`src/rtl/clk_reset_pkg.sv`:
```
// Shared constants and the divider-channel state record for the clock/reset generator.
package clk_reset_pkg;

    localparam int CNT_W_DEFAULT     = 16;
    localparam int DIV_DEFAULT       = 500;
    localparam int DELAY_BIT_DEFAULT = 15;
    localparam int SYNC_STAGES       = 2;

    // Divider channel state at the default counter width.
    typedef struct packed {
        logic [CNT_W_DEFAULT-1:0] cnt;
        logic [CNT_W_DEFAULT-1:0] div_act;
        logic [CNT_W_DEFAULT-1:0] div_pend;
        logic                     pend_vld;
        logic                     clk_q;
    } div_ch_t;

endpackage

```
`src/rtl/clk_div_channel.sv`:
```
// One divider channel: terminal counter, glitch-free divisor reload and a 50% duty toggle flop.
module clk_div_channel
    import clk_reset_pkg::*;
#(
    parameter int CNT_W       = CNT_W_DEFAULT,
    parameter int DEFAULT_DIV = DIV_DEFAULT
) (
    input  logic             clk,
    input  logic             reset,
    input  logic             clr_i,
    input  logic             en_i,
    input  logic             load_i,
    input  logic [CNT_W-1:0] value_i,
    output logic             clk_o,
    output logic             tick_o
);

    // Same field layout as clk_reset_pkg::div_ch_t, sized by CNT_W.
    typedef struct packed {
        logic [CNT_W-1:0] cnt;
        logic [CNT_W-1:0] div_act;
        logic [CNT_W-1:0] div_pend;
        logic             pend_vld;
        logic             clk_q;
    } ch_state_t;

    localparam logic [CNT_W-1:0] DIV_RST = CNT_W'(DEFAULT_DIV);

    ch_state_t state_q, state_d;
    logic      tick_q, tick_d;
    logic      terminal;

    assign terminal = en_i && (state_q.cnt == state_q.div_act);

    // Next-state: count, toggle on terminal, and swap in a new divisor only at a period boundary.
    always_comb begin
        // NOTE: every output of this block gets a default first so no path can infer a latch.
        state_d = state_q;
        tick_d  = 1'b0;
        if (clr_i) begin
            // Held in reset by a button request; divisors survive, everything else clears.
            state_d.cnt      = '0;
            state_d.clk_q    = 1'b0;
            state_d.pend_vld = 1'b0;
        end else begin
            if (!en_i) begin
                state_d.cnt   = '0;
                state_d.clk_q = 1'b0;
            end else if (terminal) begin
                state_d.cnt   = '0;
                state_d.clk_q = ~state_q.clk_q;
                tick_d        = 1'b1;
            end else begin
                state_d.cnt = state_q.cnt + 1'b1;
            end

            if (load_i) begin
                state_d.div_pend = value_i;
                if (terminal || !en_i) begin
                    state_d.div_act  = value_i;
                    state_d.pend_vld = 1'b0;
                end else begin
                    state_d.pend_vld = 1'b1;
                end
            end else if (state_q.pend_vld && (terminal || !en_i)) begin
                state_d.div_act  = state_q.div_pend;
                state_d.pend_vld = 1'b0;
            end
        end
    end

    // Channel state register with asynchronous master reset.
    always_ff @(posedge clk or posedge reset) begin
        // NOTE: sequential state uses non-blocking assignments so all flops update together.
        if (reset) begin
            state_q <= '{cnt: '0, div_act: DIV_RST, div_pend: DIV_RST, pend_vld: 1'b0, clk_q: 1'b0};
            tick_q  <= 1'b0;
        end else begin
            state_q <= state_d;
            tick_q  <= tick_d;
        end
    end

    assign clk_o  = state_q.clk_q;
    assign tick_o = tick_q;

endmodule

```
`src/rtl/clk_reset_gen.sv`:
```
// Board clock-enable and reset sequencer: NUM_CH divided clocks plus a stretched DUT reset.
module clk_reset_gen
    import clk_reset_pkg::*;
#(
    parameter int NUM_CH      = 2,
    parameter int CNT_W       = CNT_W_DEFAULT,
    parameter int DEFAULT_DIV = DIV_DEFAULT,
    parameter int DELAY_BIT   = DELAY_BIT_DEFAULT
) (
    input  logic              clk,
    input  logic              reset,
    input  logic              btn_rst_req,
    input  logic [NUM_CH-1:0] ch_en,
    input  logic [NUM_CH-1:0] div_load,
    input  logic [CNT_W-1:0]  div_value,
    output logic [NUM_CH-1:0] clk_out,
    output logic [NUM_CH-1:0] tick_out,
    output logic              rst_out,
    output logic              rst_done
);

    logic [SYNC_STAGES-1:0] sync_q, sync_d;
    logic                   int_clr;
    logic [DELAY_BIT:0]     dly_cnt_q, dly_cnt_d;
    logic                   rst_q, rst_d;
    logic                   done_q, done_d;

    assign sync_d  = {sync_q[SYNC_STAGES-2:0], btn_rst_req};
    assign int_clr = sync_q[SYNC_STAGES-1];

    // Two-flop synchroniser for the asynchronous button request.
    always_ff @(posedge clk or posedge reset) begin
        if (reset) begin
            sync_q <= '0;
        end else begin
            sync_q <= sync_d;
        end
    end

    // Delay sequencer: count up to bit DELAY_BIT once, then release the DUT reset and freeze.
    always_comb begin
        dly_cnt_d = dly_cnt_q;
        rst_d     = rst_q;
        done_d    = 1'b0;
        if (int_clr) begin
            dly_cnt_d = '0;
            rst_d     = 1'b1;
        end else if (!dly_cnt_q[DELAY_BIT]) begin
            dly_cnt_d = dly_cnt_q + 1'b1;
            if (dly_cnt_d[DELAY_BIT]) begin
                rst_d  = 1'b0;
                done_d = 1'b1;
            end
        end
    end

    // Sequencer registers; the DUT reset comes up asserted.
    always_ff @(posedge clk or posedge reset) begin
        if (reset) begin
            dly_cnt_q <= '0;
            rst_q     <= 1'b1;
            done_q    <= 1'b0;
        end else begin
            dly_cnt_q <= dly_cnt_d;
            rst_q     <= rst_d;
            done_q    <= done_d;
        end
    end

    // The request is OR-ed in so rst_out rises as soon as the synchroniser output does.
    assign rst_out  = rst_q | int_clr;
    assign rst_done = done_q;

    for (genvar g = 0; g < NUM_CH; g++) begin : g_ch
        clk_div_channel #(
            .CNT_W      (CNT_W),
            .DEFAULT_DIV(DEFAULT_DIV)
        ) u_ch (
            .clk    (clk),
            .reset  (reset),
            .clr_i  (int_clr),
            .en_i   (ch_en[g]),
            .load_i (div_load[g]),
            .value_i(div_value),
            .clk_o  (clk_out[g]),
            .tick_o (tick_out[g])
        );
    end

endmodule

```
`config.mk`:
```
export PLATFORM = sky130hd
export DESIGN_NAME = clk_reset_gen
export DESIGN_NICKNAME = d
export VERILOG_FILES = /design/src/rtl/clk_reset_pkg.sv /design/src/rtl/clk_div_channel.sv /design/src/rtl/clk_reset_gen.sv
export SDC_FILE = /design/constraint.sdc
export NUM_CORES = 1
export LEC_CHECK = 0
export ABC_CLOCK_PERIOD_IN_PS = 3600
export CORE_MARGIN = 5
export CORE_UTILIZATION = 60
export DETAILED_ROUTE_END_ITERATION = 16
export GPL_ROUTABILITY_DRIVEN = 0
export PLACE_DENSITY = 0.76
export SYNTH_ARGS = -nofsm -noshare
export SYNTH_HDL_FRONTEND = slang
export SYNTH_HIERARCHICAL = 1
export SYNTH_SLANG_ARGS = --single-unit
```
`constraint.sdc`:
```
create_clock -name clk -period 3.6 [get_ports clk]
set_input_delay 0.36 -clock clk [delete_from_list [all_inputs] [get_ports clk]]
set_output_delay 0.36 -clock clk [all_outputs]
set_load 0.01 [all_outputs]
```
# Yosys cells after proc, flatten, opt, wreduce, memory -nomap -nowiden
# Cells that the tools add are included.
# Widths: inputs -> output; s select.
# word_totals
reg_bits	122
in_bits	23
out_inout_bits	6
wordCells	87
# classes
add_sub_neg	3
eq_ne	7
muxes	38
bitwise	4
reduce_logical	18
# ops
cell	n
$mux 16	14
$add 16x1->16 const B	3
$eq 16x16->1	2
$mux 1	22
$ne 3x1->1 const B	2
$reduce_and 2->1	3
$reduce_and 3->1	2
$reduce_bool 2->1	3
$reduce_bool 3->1	2
$logic_and 1x1->1	4
$mux 2	2
$ne 2x1->1 const B	2
$not 1->1	3
$logic_not 1->1	2
$logic_or 1x1->1	2
$ne 2x2->1 const B	1
$or 1x1->1	1

# Depth between registers and ports, before layout
# Gate-level depths: netlist of the first run.
# logic_depth
ltp_word	7
mapped_depth	7
depth_no_buf	6

# Cells and area by module
# Netlist of the first run, hierarchy kept.
# modules_own_cells
module	instances	cells_per_inst	area_each_um2	seq_area_each_um2
clk_div_channel	2	193	2473.6	1291.2
clk_reset_gen	1	95	1004.7	501.7

# Worst setup path before layout of the first run
# No wires, ideal clock.
# synth_path
path_type	register -> register
start	register g_ch[0].u_ch/state_q[26] in the netlist's numbering
end	register g_ch[0].u_ch/state_q[18] in the netlist's numbering
setup_time_ns	0.125
arrival_time_ns	1.892
required_ns	3.475
path_slack_ns	1.583
stages_incl_launch_ff	8
n_path_buf	2
period_less_slack_ns	2.017
cell_sequence	dfstp_2 -> xor2_1 -> nor4_1 -> nand4_1 -> a211o_1 -> buf_6 -> buf_12 -> mux2_4
# synth_via
elab_chain_cells	6
word_cells_on_any_way	7
classes_between	eq/ne: 2; reduce/logical: 5
# synth_lines
element	line	text
start: declaration	clk_div_channel.sv:29	ch_state_t state_q, state_d;
start signal: assignment	clk_div_channel.sv:76	state_q <= '{cnt: '0, div_act: DIV_RST, div_pend: DIV_RST, pend_vld: 1'b0, clk_q: 1'b0};
start signal: assignment	clk_div_channel.sv:79	state_q <= state_d;
$eq 16x16->1 (*)	clk_div_channel.sv:33	assign terminal = en_i && (state_q.cnt == state_q.div_act);
$logic_and 1x1->1 (*)	clk_div_channel.sv:33	
$logic_or 1x1->1 (*)	clk_div_channel.sv:59, clk_div_channel.sv:65	
$logic_and 1x1->1	clk_div_channel.sv:65	end else if (state_q.pend_vld && (terminal || !en_i)) begin
$reduce_bool 2->1 (no line)	--	
$reduce_and 3->1 (no line) (*)	--	
# Every way passes the cells marked *; elsewhere a longest branch is shown, timed or not.
# A chain may end at the register's enable or synchronous reset.

# Worst setup path after layout of the first run
# layout_path
start	register g_ch[0].u_ch/state_q[49] in the netlist's numbering
end	register g_ch[0].u_ch/state_q[19] in the netlist's numbering
# The elaborated chain is that of the path after synthesis.

==> metrics.csv, run 1 <==
stage;metric;value;unit
setup_path;worst-path maximum fanout;16;
synthesis;adder-cell share of the synthesized area;0.0105;
pwr;Leak;3.05;nW
final_layout;most common cell after layout, fill and taps aside;dfrtp_1;
setup_path;slowest cell on the critical path;a211o_1;
synthesis;Yosys reg bits;122;
setup_path;CP Class;reg -> reg;
timing;worst-case clock skew;0.00558;ns
clock_network;postcts setup bufs;0;
floorplan;DIE AREA;12000;um2
synthesis;Avg Cell Area, Syn;12.4;um2
synthesis;fraction of synthesized area in multiplexers;0.205;
pwr;Max VDD drop;0.406;mV
flow_run;max cap viols;0;
synthesis;Yosys top cell by area;dfrtp_1;
grt;first-pass GRT wire length;19000;um
grt;GR Layer Usage met2;0.342;
grt;initial antenna violation count;0;
synthesis;Synth Area in Simple Gates;0.128;
clock_network;clk buf depth;2;
setup_path;Crit path max-delay family;compound AO/OA/AOI/OAI gates;
timing;max-slew violation count;0;
timing;Final period util;0.683;
timing;Worst-Margin Slew;1.04;ns
timing;RSZ-0062 raised after global routing;no;
grt;GR peak layer;met2;
final_layout;Layout area overhead;16.4;%
timing;Hold Vio Cnt, Final;0;
grt;grt ovf;0;
timing;setup TNS;0;ns
synthesis;Area contributors post-synth;dfrtp_1, mux2_2, dfstp_2, xor2_1, mux2_4;
grt;M1 GR Usage;0.261;
synthesis;top cell type's share of synthesized area;0.408;
pwr;Total Power;3.87;mW
final_layout;Final nets;543;
clock_network;hold_buf cts;0;
final_layout;fin cells;661;
timing;endpoints failing setup;0;
grt;GRT Total Usage;0.208;
floorplan;# rows;36;
synthesis;synth warn;6;
outcome;outcome;complete, no violations;
synthesis;sequential area share after synthesis;0.518;
clock_network;CTS tree;yes;
grt;largest net degree at the start of global routing;52;
synthesis;mapped cell area;5950;um2
route;DRT Wirelength;11100;um
route;Vias;3592;
route;# DRC;0;
hold_path;Hold WC Path Type;in -> reg;
floorplan;Core Area;9730;um2
setup_path;crit path capture type;flip-flop;
setup_path;crit-path max cell delay;0.68;ns
synthesis;Synth Net Count;509;
grt;M3 GR Usage;0.0605;
place;DPL Wire Length;7430;um
synthesis;post-synth cell types;35;
synthesis;number of synthesized flops with an enable pin;0;
clock_network;clock slew at reported path FFs;0.06;ns
route;drt via density;5.43;
floorplan;Starting Density;0.612;
setup_path;CP Buf/Inv Count;0;
place;pre-CTS setup slack;1.11;ns
synthesis;Async S/R FF share, synth;1.00;
setup_path;WP data required;4.00;ns
final_layout;layout cells sized above 1;0.320;
setup_path;Critical Path, Cell by Cell;xor2_1 -> nor4_1 -> nand4_1 -> a211o_1 -> mux2_4;
final_layout;most frequent cells in the layout;dfrtp_1, mux2_2, nor2_1;
place;dpl cells;629;
timing;Tmin final;2.46;ns
setup_path;worst path arrival time;2.86;ns
synthesis;post-synthesis xor/xnor area fraction;0.0971;
timing;final setup margin;1.14;ns
clock_network;post-cts resize count;0;
timing;relative slew slack;0.307;
synthesis;Synth Area in Compound Gates;0.0139;
synthesis;Post-synth top flop;dfrtp_1;
route;post-route ant nets;0;
clock_network;clock latency on the worst-skew pair;0.52;ns
final_layout;Inserted Diodes;0;
timing;Highest Clock Rate;0.406;GHz
grt;number of global-route vias before repair;3864;
floorplan;Die X;110;um
synthesis;Cells after Synth;481;
clock_network;clock sink count;122;
clock_network;root buffer cell;clkbuf_8;
setup_path;startpoint types;flip-flop;
route;Routed WL per cell;16.9;um
pwr;P per Cell Area;558;nW/um2
route;initial drt markers;167;
clock_network;CTS Buf Count;17;
clock_network;H-tree depth;4;
place;I/O Buffers;28;
floorplan;I/O pin total;29;
floorplan;Die Height;110;um
final_layout;Final Core Density;0.712;
synthesis;largest family of logic cells by synthesized area;multiplexers;
route;First-pass DRT Iterations;4;
==> power breakdown <==
| part | total (mW) | internal (mW) | switching (mW) | leakage (nW) |
|---|---|---|---|---|
| clock network | 1.73 | 1.14 | 0.592 | 0.295 |
| logic | 0.450 | 0.271 | 0.179 | 1.24 |
| registers | 1.69 | 1.57 | 0.114 | 1.52 |
==> sequential cells by signal, summed over array words and instances, names as in the netlist <==
| register | cells |
|---|---|
| g_ch.u_ch/state_q | 98 |
| dly_cnt_q | 16 |
| g_ch.u_ch/clk_o | 2 |
| g_ch.u_ch/tick_o | 2 |
| sync_q | 2 |
| rst_done | 1 |
| rst_q | 1 |
==> per-stage QoR <==
stage	hold WS, ns	cell area [um2]
after detailed placement	0.342	6320
final	0.280	6930
after global placement	0.333	6320
after CTS	0.259	6930
after floorplan	0.323	5950
after global routing	0.261	6930
==> Yosys cell counts (3+ instances only) <==
| cell | number |
|---|---|
| dfrtp_1 | 97 |
| nand2_1 | 13 |
| clkbuf_1 | 12 |
| ha_1 | 5 |
| mux2_4 | 20 |
| a21oi_1 | 5 |
| o31ai_1 | 3 |
| xor2_1 | 51 |
| nor3_1 | 4 |
| nor2b_1 | 11 |
| or4_1 | 4 |
| inv_1 | 11 |
| nand2b_1 | 4 |
| nor2_1 | 57 |
| xnor2_1 | 15 |
| nand3_1 | 15 |
| nor4_1 | 11 |
| mux2_2 | 81 |
| dfstp_2 | 25 |
| and3_1 | 4 |
| nand4_1 | 10 |
==> area by class of cell <==
class                      instances  area, um2
tap                              133        166
sequential                       122       3080
timing repair buffer              33        318
clock buffer                      20        435
clock inverter                    12        173
fill                             704       2800
inverter                          11       41.3
multi-input combinational        330       2710
==> routing by layer <==
layer	vias to the layer above	share of wire	wire length, um
met5	-	0	0
met1	1797	0.45	5030
met3	16	0.032	357
met4	0	0.013	144
met2	53	0.50	5620
li1	1726	-	-
==> final timing paths <==
path | startpoint | end | slack [ns] | cells after the start
setup / recovery | g_ch[0].u_ch/state_q[49] | g_ch[0].u_ch/state_q[19] | 1.14 | 5
hold / removal | btn_rst_req | sync_q[0] | 0.28 | 1
setup reg to reg | g_ch[0].u_ch/state_q[49] | g_ch[0].u_ch/state_q[19] | 1.14 | 5
hold reg to reg | sync_q[0] | sync_q[1] | 0.35 | 0
max in group asynchronous | reset | g_ch[1].u_ch/state_q[49] | 2.45 | 2
min in group asynchronous | reset | sync_q[0] | 0.40 | 2
==> kinds of logic after synthesis <==
logic type,count (synthesis)
and+or+nand+nor,144
xor gates and xnor gates,66
buffers and inverters,29
DFF,122
AOI/OAI and AO/OA,13
adders and majority gates,5
muxes,102
(Power assumes the default switching activity.)
==> inputs of run 2 (changes only) <==
--- a/config.mk
+++ b/config.mk
@@ -5,12 +5,12 @@
 export SDC_FILE = /design/constraint.sdc
 export NUM_CORES = 1
 export LEC_CHECK = 0
-export ABC_CLOCK_PERIOD_IN_PS = 3600
+export ABC_CLOCK_PERIOD_IN_PS = 2100
 export CORE_MARGIN = 5
-export CORE_UTILIZATION = 60
+export CORE_UTILIZATION = 54
 export DETAILED_ROUTE_END_ITERATION = 16
 export GPL_ROUTABILITY_DRIVEN = 0
-export PLACE_DENSITY = 0.76
+export PLACE_DENSITY = 0.73
 export SYNTH_ARGS = -nofsm -noshare
 export SYNTH_HDL_FRONTEND = slang
 export SYNTH_HIERARCHICAL = 1
==> constraint.sdc (replaced) <==
create_clock -name clk -period 2.1 [get_ports clk]
set_input_delay 0.21 -clock clk [delete_from_list [all_inputs] [get_ports clk]]
set_output_delay 0.21 -clock clk [all_outputs]
set_load 0.01 [all_outputs]
==> run 2 against run 1 <==
Compared with the run above:
- final area up 4.4%
- die area up 10%
- critical path depth up 1
- routed wire length up 1.3%
- clock power up 68%
- total power up 71%
- setup slack worse by 1.1 ns
==> metrics.csv, run 2 (synthesis gave the netlist of run 1 again) <==
stage;metric;value;unit
pwr;P_int;5.12;mW
setup_path;Worst R2R Path Depth;6;
place;I/O Buffers;28;
grt;GRT Total Usage;0.191;
final_layout;Final nets;569;
timing;Min Hold Slack;0.0755;ns
route;Vias;3698;
final_layout;layout cells sized above 1;0.365;
pwr;Combinational Power Share;0.126;
floorplan;Core Area;10800;um2
timing;Worst-Margin Slew;0.385;ns
setup_path;R2R Path Start;g_ch[0].u_ch/state_q[34];
timing;worst-case clock skew;0.00717;ns
final_layout;most common cell after layout, fill and taps aside;dfrtp_1;
final_layout;Inserted Diodes;0;
route;post-route ant nets;0;
timing;final setup margin;0.0788;ns
final_layout;fill cell count;787;
place;Cell Area, Placed;6590;um2
pwr;Clock Power Share;0.438;
floorplan;# rows;38;
clock_network;clk buf depth;2;
clock_network;clock slew at reported path FFs;0.06;ns
hold_path;Hold WC Path Type;in -> async;
setup_path;Critical Path, Cell by Cell;xor2_1 -> nor4_2 -> nand4_1 -> a211o_1 -> buf_12 -> mux2_4;
clock_network;CTS tree;yes;
final_layout;most frequent cells in the layout;dfrtp_1, mux2_2, nor2_1;
floorplan;Starting Density;0.549;
timing;Final period util;0.962;
route;First-pass DRT Iterations;4;
clock_network;H-tree depth;4;
clock_network;clock sink count;122;
final_layout;Largest register FFs;98;
clock_network;clock latency on the worst-skew pair;0.52;ns
setup_path;CP Buf/Inv Count;1;
route;# DRC;0;
clock_network;CTS Buf Count;17;
floorplan;Die X;115;um
floorplan;DIE AREA;13200;um2
timing;relative slew slack;0.743;
setup_path;startpoint types;flip-flop;
final_layout;Largest regs;g_ch.u_ch/state_q (98), dly_cnt_q (16);
grt;grt ovf;0;
pwr;sw frac;0.227;
grt;number of global-route vias before repair;3984;
route;drt via density;5.33;
final_layout;Final Core Density;0.667;
route;initial drt markers;298;
setup_path;worst-path maximum fanout;16;
final_layout;Layout area overhead;21.5;%
setup_path;worst path arrival time;2.42;ns
setup_path;Crit path max-delay family;simple AND/OR/NAND/NOR gates;
pwr;P per Cell Area;917;nW/um2
flow_run;max cap viols;0;
setup_path;crit-path max cell delay;0.44;ns
grt;initial antenna violation count;0;
timing;max-slew violation count;0;
timing;setup TNS;0;ns
timing;Hold Vio Cnt, Final;0;
pwr;Max VDD drop;0.562;mV
floorplan;I/O pin total;29;
grt;first-pass GRT wire length;19700;um
setup_path;CP Class;reg -> reg;
outcome;outcome;complete, no violations;
timing;RSZ-0062 raised after global routing;yes;
clock_network;hold_buf cts;0;
place;DPL Wire Length;7870;um
timing;Tmin final;2.02;ns
timing;Highest Clock Rate;0.495;GHz
pwr;sequential share of power;0.437;
route;DRT Wirelength;11300;um
grt;largest net degree at the start of global routing;52;
setup_path;WP data required;2.50;ns
place;pre-CTS setup slack;0.0235;ns
setup_path;slowest cell on the critical path;dfrtp_2;
floorplan;Die Height;115;um
route;Routed WL per cell;16.3;um
timing;endpoints failing setup;0;
setup_path;crit path capture type;flip-flop;
pwr;sw power;1.51;mW
final_layout;Largest Register;g_ch.u_ch/state_q;
setup_path;R2R Setup Slk;0.08;ns
final_layout;post-route cell area;7230;um2
clock_network;root buffer cell;clkbuf_8;
pwr;Leak;3.21;nW
setup_path;worst r2r dst;g_ch[0].u_ch/state_q[19];
==> run 2: layout make-up <==
class	instances	area [um2]	area share
sequential	122	3090	0.427
multi-input combinational	330	2740	0.379
timing repair buffer	59	588	0.0813
clock buffer	25	484	0.0670
tap	140	175	0.0242
clock inverter	7	113	0.0156
inverter	11	41.3	0.00571
==> run 2: worst max path at each step <==
stage | endpoint | cells after the start | slack, ns | start
after floorplan | g_ch[0].u_ch/state_q[18] | 7 | 0.08 | g_ch[0].u_ch/state_q[26]
after global routing | g_ch[1].u_ch/state_q[33] | 6 | -0.01 | g_ch[1].u_ch/state_q[22]
final | g_ch[0].u_ch/state_q[19] | 6 | 0.08 | g_ch[0].u_ch/state_q[34]
after global placement | g_ch[1].u_ch/state_q[19] | 6 | 0.08 | g_ch[1].u_ch/state_q[43]
after CTS | g_ch[0].u_ch/state_q[19] | 6 | 0.004 | g_ch[0].u_ch/state_q[23]
after detailed placement | g_ch[0].u_ch/state_q[32] | 6 | 0.02 | g_ch[0].u_ch/state_q[23]
==> run 2: timing repair <==
item / CTS / global route
gates resized for setup: 1 / 8
pin swaps: 0 / 6
buffers inserted: 0 / 1
endpoints found under the setup margin: 1 / 32
gates cloned: 0 / 0
==> run 2: metrics by stage <==
stage / total power [mW] / std cells
2_1_floorplan: 3.49 / 481
6_report: 6.63 / 694
5_1_grt: 6.94 / 694
4_1_cts: 6.68 / 693
3_5_place_dp: 3.73 / 661
3_3_place_gp: 3.70 / 661
==> run 2: routing by layer <==
metal / part of all wire / routed length, um / vias up / track usage
li1: - / - / 1781 / -
met1: 0.47 / 5250 / 1853 / 0.257
met2: 0.49 / 5490 / 51 / 0.296
met3: 0.038 / 428 / 13 / 0.0611
met4: 0.011 / 129 / 0 / 0.0634
met5: 0 / 0 / - / 0
==> run 2: worst register-to-register path: stages, from the launching register on <==
cell	delay [ns]
dfrtp_2	0.44
xor2_1	0.16
nor4_2	0.34
nand4_1	0.18
a211o_1	0.32
buf_12	0.17
mux2_4	0.30
==> run 2: power by group through the flow <==
| stage | clock (mW) | sequential, mW | combinational [mW] |
|---|---|---|---|
| after floorplan | 0 | 2.86 | 0.623 |
| after global placement | 0 | 2.91 | 0.783 |
| after detailed placement | 0 | 2.93 | 0.803 |
| after CTS | 2.97 | 2.89 | 0.815 |
| after global routing | 3.10 | 2.93 | 0.908 |
| final | 2.90 | 2.90 | 0.834 |
==> inputs of run 3 (changes only) <==
--- a/config.mk
+++ b/config.mk
@@ -10,6 +10,7 @@
 export CORE_UTILIZATION = 54
 export DETAILED_ROUTE_END_ITERATION = 16
 export GPL_ROUTABILITY_DRIVEN = 0
+export GPL_TIMING_DRIVEN = 0
 export PLACE_DENSITY = 0.73
 export SYNTH_ARGS = -nofsm -noshare
 export SYNTH_HDL_FRONTEND = slang
==> run 3 against run 2 <==
Compared with the run above:
- the run now ends with setup timing left
- die area unchanged
- routed wire length increased by 5.3%
- critical path type unchanged
- clock power fell by 2%
==> metrics.csv, run 3 (synthesis gave the netlist of run 1 again) <==
stage;metric;value;unit
floorplan;I/O pin total;29;
pwr;P per Cell Area;906;nW/um2
floorplan;Starting Density;0.549;
place;DPL Wire Length;8100;um
final_layout;Multi-input gate area;2750;um2
timing;RSZ-0062 raised after global routing;yes;
grt;largest net degree at the start of global routing;39;
pwr;Max VDD drop;0.581;mV
grt;GRT Total Usage;0.197;
pwr;sequential share of power;0.439;
final_layout;most frequent cells in the layout;dfrtp_1, mux2_2, nor2_1;
route;Routed WL per cell;17.0;um
final_layout;register area;3090;um2
route;First-pass DRT Iterations;5;
clock_network;CTS Buf Count;17;
place;Cell Area, Placed;6430;um2
final_layout;layout cells sized above 1;0.361;
clock_network;H-tree depth;4;
setup_path;worst path arrival time;2.64;ns
pwr;Combinational Power Share;0.133;
place;pre-CTS setup slack;-0.271;ns
route;initial drt markers;252;
hold_path;Hold WC Path Type;in -> async;
clock_network;clock sink count;122;
grt;first-pass GRT wire length;20200;um
place;I/O Buffers;26;
final_layout;Final nets;575;
floorplan;# rows;38;
timing;Hold Vio Cnt, Final;0;
timing;max-slew violation count;0;
setup_path;startpoint types;flip-flop;
pwr;P_int;5.06;mW
clock_network;clock slew at reported path FFs;0.06;ns
setup_path;CP Class;reg -> reg;
route;drt via density;5.37;
outcome;failing checks;setup timing;
setup_path;WP data required;2.50;ns
timing;Worst-Margin Slew;0.759;ns
route;# DRC;0;
clock_network;CTS tree;yes;
timing;Highest Clock Rate;0.445;GHz
final_layout;fill cell count;810;
outcome;outcome;finished with violations;
timing;relative slew slack;0.493;
pwr;sw frac;0.234;
setup_path;crit path capture type;flip-flop;
route;post-route ant nets;0;
pwr;sw power;1.54;mW
grt;initial antenna violation count;0;
grt;grt ovf;0;
route;Vias;3758;
timing;final setup margin;-0.148;ns
floorplan;Die X;115;um
final_layout;most common cell after layout, fill and taps aside;dfrtp_1;
clock_network;hold_buf cts;0;
final_layout;Largest register FFs;98;
timing;Final period util;1.07;
clock_network;clk buf depth;2;
final_layout;Inserted Diodes;0;
clock_network;root buffer cell;clkbuf_8;
final_layout;Largest Register;g_ch.u_ch/state_q;
clock_network;clock latency on the worst-skew pair;0.52;ns
grt;number of global-route vias before repair;4037;
floorplan;DIE AREA;13200;um2
floorplan;Die Height;115;um
timing;worst-case clock skew;0.00728;ns
flow_run;max cap viols;0;
floorplan;Core Area;10800;um2
timing;Tmin final;2.25;ns
pwr;Leak;3.22;nW
setup_path;worst-path maximum fanout;5;
final_layout;Layout area overhead;22.4;%
route;DRT Wirelength;11900;um
final_layout;post-route cell area;7290;um2
pwr;Clock Power Share;0.429;
final_layout;Largest regs;g_ch.u_ch/state_q (98), dly_cnt_q (16);
timing;endpoints failing setup;33;
[run 3: power groups by stage]
stage / combinational (mW) / sequential, mW / clock, mW
2_1_floorplan: 0.623 / 2.86 / 0
3_3_place_gp: 0.754 / 2.92 / 0
3_5_place_dp: 0.792 / 2.93 / 0
4_1_cts: 0.846 / 2.90 / 2.88
5_1_grt: 0.953 / 2.93 / 3.00
6_report: 0.875 / 2.90 / 2.83
[run 3: metal layers]
| layer | vias to the layer above | share of wire | routed length (um) | global-route usage |
|---|---|---|---|---|
| met5 | - | 0 | 0 | 0 |
| met4 | 0 | 0.012 | 147 | 0.0767 |
| met3 | 9 | 0.028 | 330 | 0.0474 |
| met2 | 60 | 0.50 | 5920 | 0.313 |
| met1 | 1897 | 0.46 | 5500 | 0.263 |
| li1 | 1792 | - | - | - |
[run 3: what timing repair did]
| action | CTS | global route |
|---|---|---|
| endpoints found under the setup margin | 57 | 64 |
| cloned | 2 | 0 |
| pin swaps | 9 | 8 |
| gates resized for setup | 15 | 7 |
| buffers inserted | 17 | 2 |
[run 3: path summary, 6_finish.rpt]
kind,start,end,slack [ns],depth (start not counted)
min in group clk,btn_rst_req,sync_q[0],0.13,1
worst max register to register,g_ch[1].u_ch/state_q[28],g_ch[1].u_ch/state_q[33],-0.15,7
worst min-delay path,reset,g_ch[1].u_ch/state_q[14],0.06,2
worst min register to register,sync_q[0],sync_q[1],0.37,0
worst max-delay path,g_ch[1].u_ch/state_q[28],g_ch[1].u_ch/state_q[33],-0.15,7
max in group asynchronous,reset,sync_q[1],1.34,2
[run 3: stage by stage]
stage / total power [mW] / hold WS (ns) / TNS [ns] / cells / utilization
3_3_place_gp: 3.67 / 0.344 / -29.49 / 647 / 0.589
5_1_grt: 6.88 / 0.0867 / -5.64 / 700 / 0.672
6_report: 6.60 / 0.0632 / -2.74 / 700 / 0.672
4_1_cts: 6.62 / 0.0525 / -1.27 / 698 / 0.668
3_5_place_dp: 3.72 / 0.360 / -8.54 / 649 / 0.593
2_1_floorplan: 3.49 / 0.173 / 0 / 481 / -
[run 3: layout make-up]
type                    count  area share
clock buffers              25      0.0678
multi-input cells         330       0.378
repair buffers             49      0.0709
well taps                 140      0.0240
inverters                  11     0.00567
clock inverters             7      0.0120
plain buffers              16      0.0177
flip-flops and latches    122       0.424
[run 3: critical path, stage by stage, from the launching register on]
cell     delay, ns
dfrtp_1       0.40
xor2_2        0.22
nor4_4        0.35
nand4_1       0.23
a211o_1       0.33
buf_6         0.15
buf_12        0.14
mux2_4        0.29
